[src/rtl/dzcpu_interrupt_ctrl_pkg.sv]
// Shared constants and types for the dzcpu interrupt controller.
// The flow index default is also referenced by the ucode LUT/ROM entries.
package dzcpu_interrupt_ctrl_pkg;

    localparam logic [15:0] ADDR_IF = 16'hFF0F;
    localparam logic [15:0] ADDR_IE = 16'hFFFF;

    localparam int INT_VBLANK = 0;
    localparam int INT_STAT   = 1;
    localparam int INT_TIMER  = 2;
    localparam int INT_SERIAL = 3;
    localparam int INT_JOYPAD = 4;

    localparam logic [7:0]  INT_FLOW_IDX_DEF = 8'd171;
    localparam logic [15:0] VECTOR_BASE_DEF  = 16'h0040;

    typedef enum logic [1:0] {
        ST_IDLE    = 2'd0,
        ST_REQ     = 2'd1,
        ST_SERVICE = 2'd2
    } int_state_t;

    // Sources sit 8 bytes apart starting at the base vector.
    function automatic logic [15:0] int_vector(input logic [15:0] base, input logic [2:0] idx);
        return base + {10'b0, idx, 3'b000};
    endfunction

endpackage

[src/rtl/dzcpu_int_prio_enc.sv]
// Fixed-priority encoder: the lowest set request bit wins (VBlank highest).
module dzcpu_int_prio_enc
    import dzcpu_interrupt_ctrl_pkg::*;
(
    input  logic [4:0] req,
    output logic [2:0] idx,
    output logic       valid
);

    always_comb begin
        valid = |req;
        idx   = 3'd0;
        if (req[INT_VBLANK])      idx = 3'(INT_VBLANK);
        else if (req[INT_STAT])   idx = 3'(INT_STAT);
        else if (req[INT_TIMER])  idx = 3'(INT_TIMER);
        else if (req[INT_SERIAL]) idx = 3'(INT_SERIAL);
        else if (req[INT_JOYPAD]) idx = 3'(INT_JOYPAD);
    end

endmodule

[src/rtl/dzcpu_interrupt_ctrl.sv]
// dzcpu interrupt controller: IE/IF registers, IME with EI delay, and the
// dispatch handshake with the microcode sequencer.
//
// state   | meaning
// IDLE    | no dispatch in progress
// REQ     | requesting the interrupt-entry flow, vector follows arbitration
// SERVICE | entry flow running, vector frozen on the acknowledged source
module dzcpu_interrupt_ctrl
    import dzcpu_interrupt_ctrl_pkg::*;
#(
    parameter logic [7:0]  INT_FLOW_IDX = INT_FLOW_IDX_DEF,
    parameter logic [15:0] VECTOR_BASE  = VECTOR_BASE_DEF
) (
    input  logic        iClock,
    input  logic        iReset,
    input  logic [4:0]  iIntReq,
    input  logic [15:0] iMcuAddr,
    input  logic        iMcuWe,
    input  logic [7:0]  iMcuData,
    output logic [7:0]  oMcuData,
    output logic        oMcuHit,
    input  logic        iEi,
    input  logic        iDi,
    input  logic        iReti,
    input  logic        iInstrBoundary,
    input  logic        iIntAck,
    input  logic        iFlowDone,
    output logic        oIntPending,
    output logic [7:0]  oFlowIdx,
    output logic [15:0] oVector,
    output logic        oIme,
    output logic        oHaltWake
);

    logic [7:0]  ie_q;
    logic [7:0]  ie_d;
    logic [4:0]  if_q;
    logic [4:0]  if_d;
    logic        ime_q;
    logic        ime_d;
    logic        ei_pend_q;
    logic        ei_pend_d;
    logic [2:0]  src_q;
    logic [2:0]  src_d;
    int_state_t  state_q;
    int_state_t  state_d;

    logic [4:0]  active;
    logic [2:0]  win_idx;
    logic        win_valid;
    logic        ack_take;
    logic        sel_if;
    logic        sel_ie;

    assign active = ie_q[4:0] & if_q;

    dzcpu_int_prio_enc u_prio_enc (
        .req   (active),
        .idx   (win_idx),
        .valid (win_valid)
    );

    assign sel_if = (iMcuAddr == ADDR_IF);
    assign sel_ie = (iMcuAddr == ADDR_IE);

    always_comb begin
        state_d  = state_q;
        src_d    = src_q;
        ack_take = 1'b0;
        case (state_q)
            ST_IDLE: begin
                if (ime_q && win_valid && !ei_pend_q)
                    state_d = ST_REQ;
            end
            ST_REQ: begin
                if (!win_valid || !ime_q) begin
                    state_d = ST_IDLE;
                end else if (iIntAck) begin
                    ack_take = 1'b1;
                    src_d    = win_idx;
                    state_d  = ST_SERVICE;
                end
            end
            ST_SERVICE: begin
                if (iFlowDone)
                    state_d = ST_IDLE;
            end
            default: state_d = ST_IDLE;
        endcase
    end

    // Write, then ack clear, then hardware set: a new request is never lost.
    always_comb begin
        if_d = if_q;
        if (iMcuWe && sel_if)
            if_d = iMcuData[4:0];
        if (ack_take)
            if_d[win_idx] = 1'b0;
        if_d = if_d | iIntReq;
    end

    always_comb begin
        ie_d = ie_q;
        if (iMcuWe && sel_ie)
            ie_d = iMcuData;
    end

    // An EI on a boundary cycle only arms; the next boundary enables.
    always_comb begin
        ime_d     = ime_q;
        ei_pend_d = ei_pend_q;
        if (ack_take || iDi) begin
            ime_d     = 1'b0;
            ei_pend_d = 1'b0;
        end else if (iReti) begin
            ime_d = 1'b1;
        end else begin
            if (ei_pend_q && iInstrBoundary) begin
                ime_d     = 1'b1;
                ei_pend_d = 1'b0;
            end
            if (iEi)
                ei_pend_d = 1'b1;
        end
    end

    always_ff @(posedge iClock) begin
        if (!iReset) begin
            ie_q      <= 8'h00;
            if_q      <= 5'h00;
            ime_q     <= 1'b0;
            ei_pend_q <= 1'b0;
            src_q     <= 3'd0;
            state_q   <= ST_IDLE;
        end else begin
            ie_q      <= ie_d;
            if_q      <= if_d;
            ime_q     <= ime_d;
            ei_pend_q <= ei_pend_d;
            src_q     <= src_d;
            state_q   <= state_d;
        end
    end

    always_comb begin
        oMcuHit  = sel_if || sel_ie;
        oMcuData = 8'h00;
        if (sel_if)
            oMcuData = {3'b111, if_q};
        else if (sel_ie)
            oMcuData = ie_q;
    end

    always_comb begin
        oIntPending = (state_q == ST_REQ);
        oFlowIdx    = oIntPending ? INT_FLOW_IDX : 8'h00;
        if (state_q == ST_SERVICE)
            oVector = int_vector(VECTOR_BASE, src_q);
        else
            oVector = int_vector(VECTOR_BASE, win_idx);
        oIme      = ime_q;
        oHaltWake = |active;
    end

endmodule

[config.mk]
export PLATFORM = sky130hd
export DESIGN_NAME = dzcpu_interrupt_ctrl
export DESIGN_NICKNAME = d
export VERILOG_FILES = /design/src/rtl/dzcpu_interrupt_ctrl_pkg.sv /design/src/rtl/dzcpu_int_prio_enc.sv /design/src/rtl/dzcpu_interrupt_ctrl.sv
export SDC_FILE = /design/constraint.sdc
export NUM_CORES = 1
export LEC_CHECK = 0
export CORE_MARGIN = 2
export CORE_UTILIZATION = 42
export DETAILED_ROUTE_END_ITERATION = 8
export GPL_TIMING_DRIVEN = 0
export PLACE_DENSITY = 0.83
export SLEW_MARGIN = 20
export SYNTH_ARGS = -nofsm -noshare
export SYNTH_HDL_FRONTEND = slang
export SYNTH_SLANG_ARGS = --single-unit
export TNS_END_PERCENT = 100
[constraint.sdc]
create_clock -name iClock -period 3.3 [get_ports iClock]
set_input_delay 0.66 -clock iClock [delete_from_list [all_inputs] [get_ports iClock]]
set_output_delay 0.66 -clock iClock [all_outputs]
set_load 0.01 [all_outputs]
==> reports/qor.yml <==
power:
  p_leak_uw: 0.000938
  power_density_mw_per_mm2: 224
  peakVddDrop_uv: 232
synth:
  synth_ff_type: "dfxtp_1"
  ys_types: 38
  yosysWarnings: 0
  yosysSeqAreaShare: 0.289
  synth_area_mm2: 0.00139
  synth_top_cell_by_area: "dfxtp_1"
  synth_most_common_cell: "buf_4"
  synth_top_cells_by_count: "21 x buf_4, 20 x dfxtp_1, 14 x nand2_1"
  ys_ff_latch: 20
  synthArstFlopShare: 0
  synth_top_area_share: 0.289
  avgSynthCellArea_um2: 8.62
  synth_edf_count: 0
  synth_cells: 161
  yosys-top-cells-area: "dfxtp_1 29%, buf_4 11%, a21boi_1 6.5%"
critical_path:
  max_stage_delay_ns: 0.57
  crit_chain: "clkdlybuf4s50_1 -> or4_4 -> nor4_4 -> buf_6 -> a22o_1 -> dlygate4sd2_1"
  required_ns: 2.64
  crit_path_top_delay_cell: "or4_4"
  worstSetupStartpointType: "primary input"
  crit_type: "in2out"
  crit_path_max_fanout: 9
  cp.arrival_ns: 2.55
  reg2reg_setup_slack_ns: 1.78
  end_kind: "output pin"
sta:
  min_period_over_period: 0.972
  tns_ns: 0
  relSlewSlack: 0.630
  slew_violations: 0
  clock.fmax_ghz: 0.312
  rsz0062_at_grt: "no"
  min_period_ns: 3.21
  timing_hold_violations_final: 0
  worst_slew_pin_slew_ns: 0.555
  skew_ns: 0.00729
  setup_violations: 0
floorplanning:
  die_h_um: 61.5
  fp.dieArea_mm2: 0.00378
  die_w_um: 61.5
  num_io_pins: 74
  start_util: 0.447
  core_area_mm2: 0.00310
  rows: 20
run:
  cap_violations: 0
global_route:
  antenna_found_initial: 0
  track_usage: 0.185
  met1_usage: 0.253
  grt_start_max_net_pins: 11
  use_met2: 0.317
  grt_busiest_layer: "met2"
  grt_pass1_wl_mm: 5.39
  grt_overflow: 0
  grt_use_met3: 0.0210
  grt_pass1_vias: 1248
route:
  drtPass1Iterations: 4
  drt-total-wl_mm: 3.49
  drt_iter0_drc: 50
  via_count: 1416
  wire_per_inst_um: 12.5
  drc_errors: 0
  drtAntennaViolNets: 0
  via_per_inst: 5.06
clocking:
  holdBufCountCts: 0
  cts-root-buf: "clkbuf_4"
  numClockSinks: 20
  clock_latency_ns: 0.30
  path_clk_slew_ns: 0.10
  cts_buffers: 3
  cts_tree: "done"
  htree_levels: 1
  cts.path.max_buffers: 2
run_status:
  outcome: "complete, no violations"
placement:
  numPortBuffers: 56
  dp_cells: 275
  gp_congestion: 0.755
  post-dp-hpwl_mm: 2.78
finish:
  nets: 276
  fin_util: 0.673
  num_antenna_cells: 0
  area_delta_synth_final_pct: 50.6
  nFillCells: 291
  fin_cells: 280
  drive_gt1_frac: 0.157
hold_path:
  hold_class: "reg2reg"
==> through the flow <==
| step | instance area (um^2) | hold slack (ns) | total power (uW) | setup slack [ns] |
|---|---|---|---|---|
| after floorplan | 1440 | 0.432 | 304 | 0.839 |
| after global placement | 2060 | 0.438 | 357 | -0.227 |
| after detailed placement | 2060 | 0.446 | 359 | -0.271 |
| after CTS | 2090 | 0.462 | 470 | 0.0920 |
| after global routing | 2090 | 0.502 | 491 | 0.0101 |
| final | 2090 | 0.460 | 468 | 0.0940 |
==> metal layers <==
metal  part of all wire  up-vias
li1                   -      721
met1               0.44      650
met2               0.50       43
met3              0.052        2
met4             0.0054        0
met5                  0        -
==> state kept, by name, summed over array words and instances (netlist names) <==
signal	count
oIme	1
src_q	3
ei_pend_q	1
ie_q	8
if_q	5
state_q	2
==> final timing paths <==
path / start / to / depth (start not counted)
max: iMcuAddr[4] / oMcuData[1] / 6
max reg2reg: state_q[0] / if_q[4] / 5
min reg2reg: src_q[1] / src_q[1] / 2
min: src_q[1] / src_q[1] / 2
==> cells in the final DEF, fill, tap and decap left out, drive strengths merged, types with 5 or more instances in the layout <==
cell / netlist / routed
a21boi: 12 / 12
a22o: 5 / 5
and3: 8 / 8
buf: 24 / 26
clkbuf: 6 / 9
clkdlybuf4s50: 0 / 47
conb: 2 / 16
dfxtp: 20 / 20
dlygate4sd2: 0 / 9
nand2: 14 / 14
nand3: 8 / 8
nand4: 6 / 6
o2111ai: 6 / 6
o21a: 8 / 8
o311ai: 5 / 5
==> critical path, delay by kind of cell <==
family,cells,cell delay [ns]
AND/OR/NAND/NOR,2,0.87
buffers and inverters,3,0.86
AO/OA/AOI/OAI,1,0.15
==> power by group <==
group	internal, uW	total, uW	switching, uW	leakage, uW
Sequential	248	256	7.76	0.000163
Clock	42.5	113	70.2	0.0000138
Combinational	61.6	99.0	37.3	0.000761
Total	352	468	115	0.000938
==> cells by family after synthesis <==
group                  count (synthesis)  share of synthesized area
buffers and inverters                 32                      0.151
other                                  2                    0.00541
AND/OR/NAND/NOR                       56                      0.267
AO/OA/AOI/OAI                         49                      0.273
flip-flops                            20                      0.289
multiplexers                           2                     0.0153
==> repair_timing <==
| action | CTS | global route |
|---|---|---|
| hold endpoints to repair | 0 | 0 |
| endpoints found under the setup margin | 9 | 0 |
| buffers inserted | 2 | 0 |
| gates resized for setup | 11 | 0 |
==> final cells by class <==
type,count,area [um^2],share of cell area
clock buffer,3,22.5,0.0108
timing repair buffer,58,568,0.272
buffer,30,201,0.0964
multi-input combinational,123,835,0.399
sequential,20,400,0.192
inverter,2,7.51,0.00359
tap,44,55.1,0.0263
Note: power is estimated with default switching activity, not from simulation.
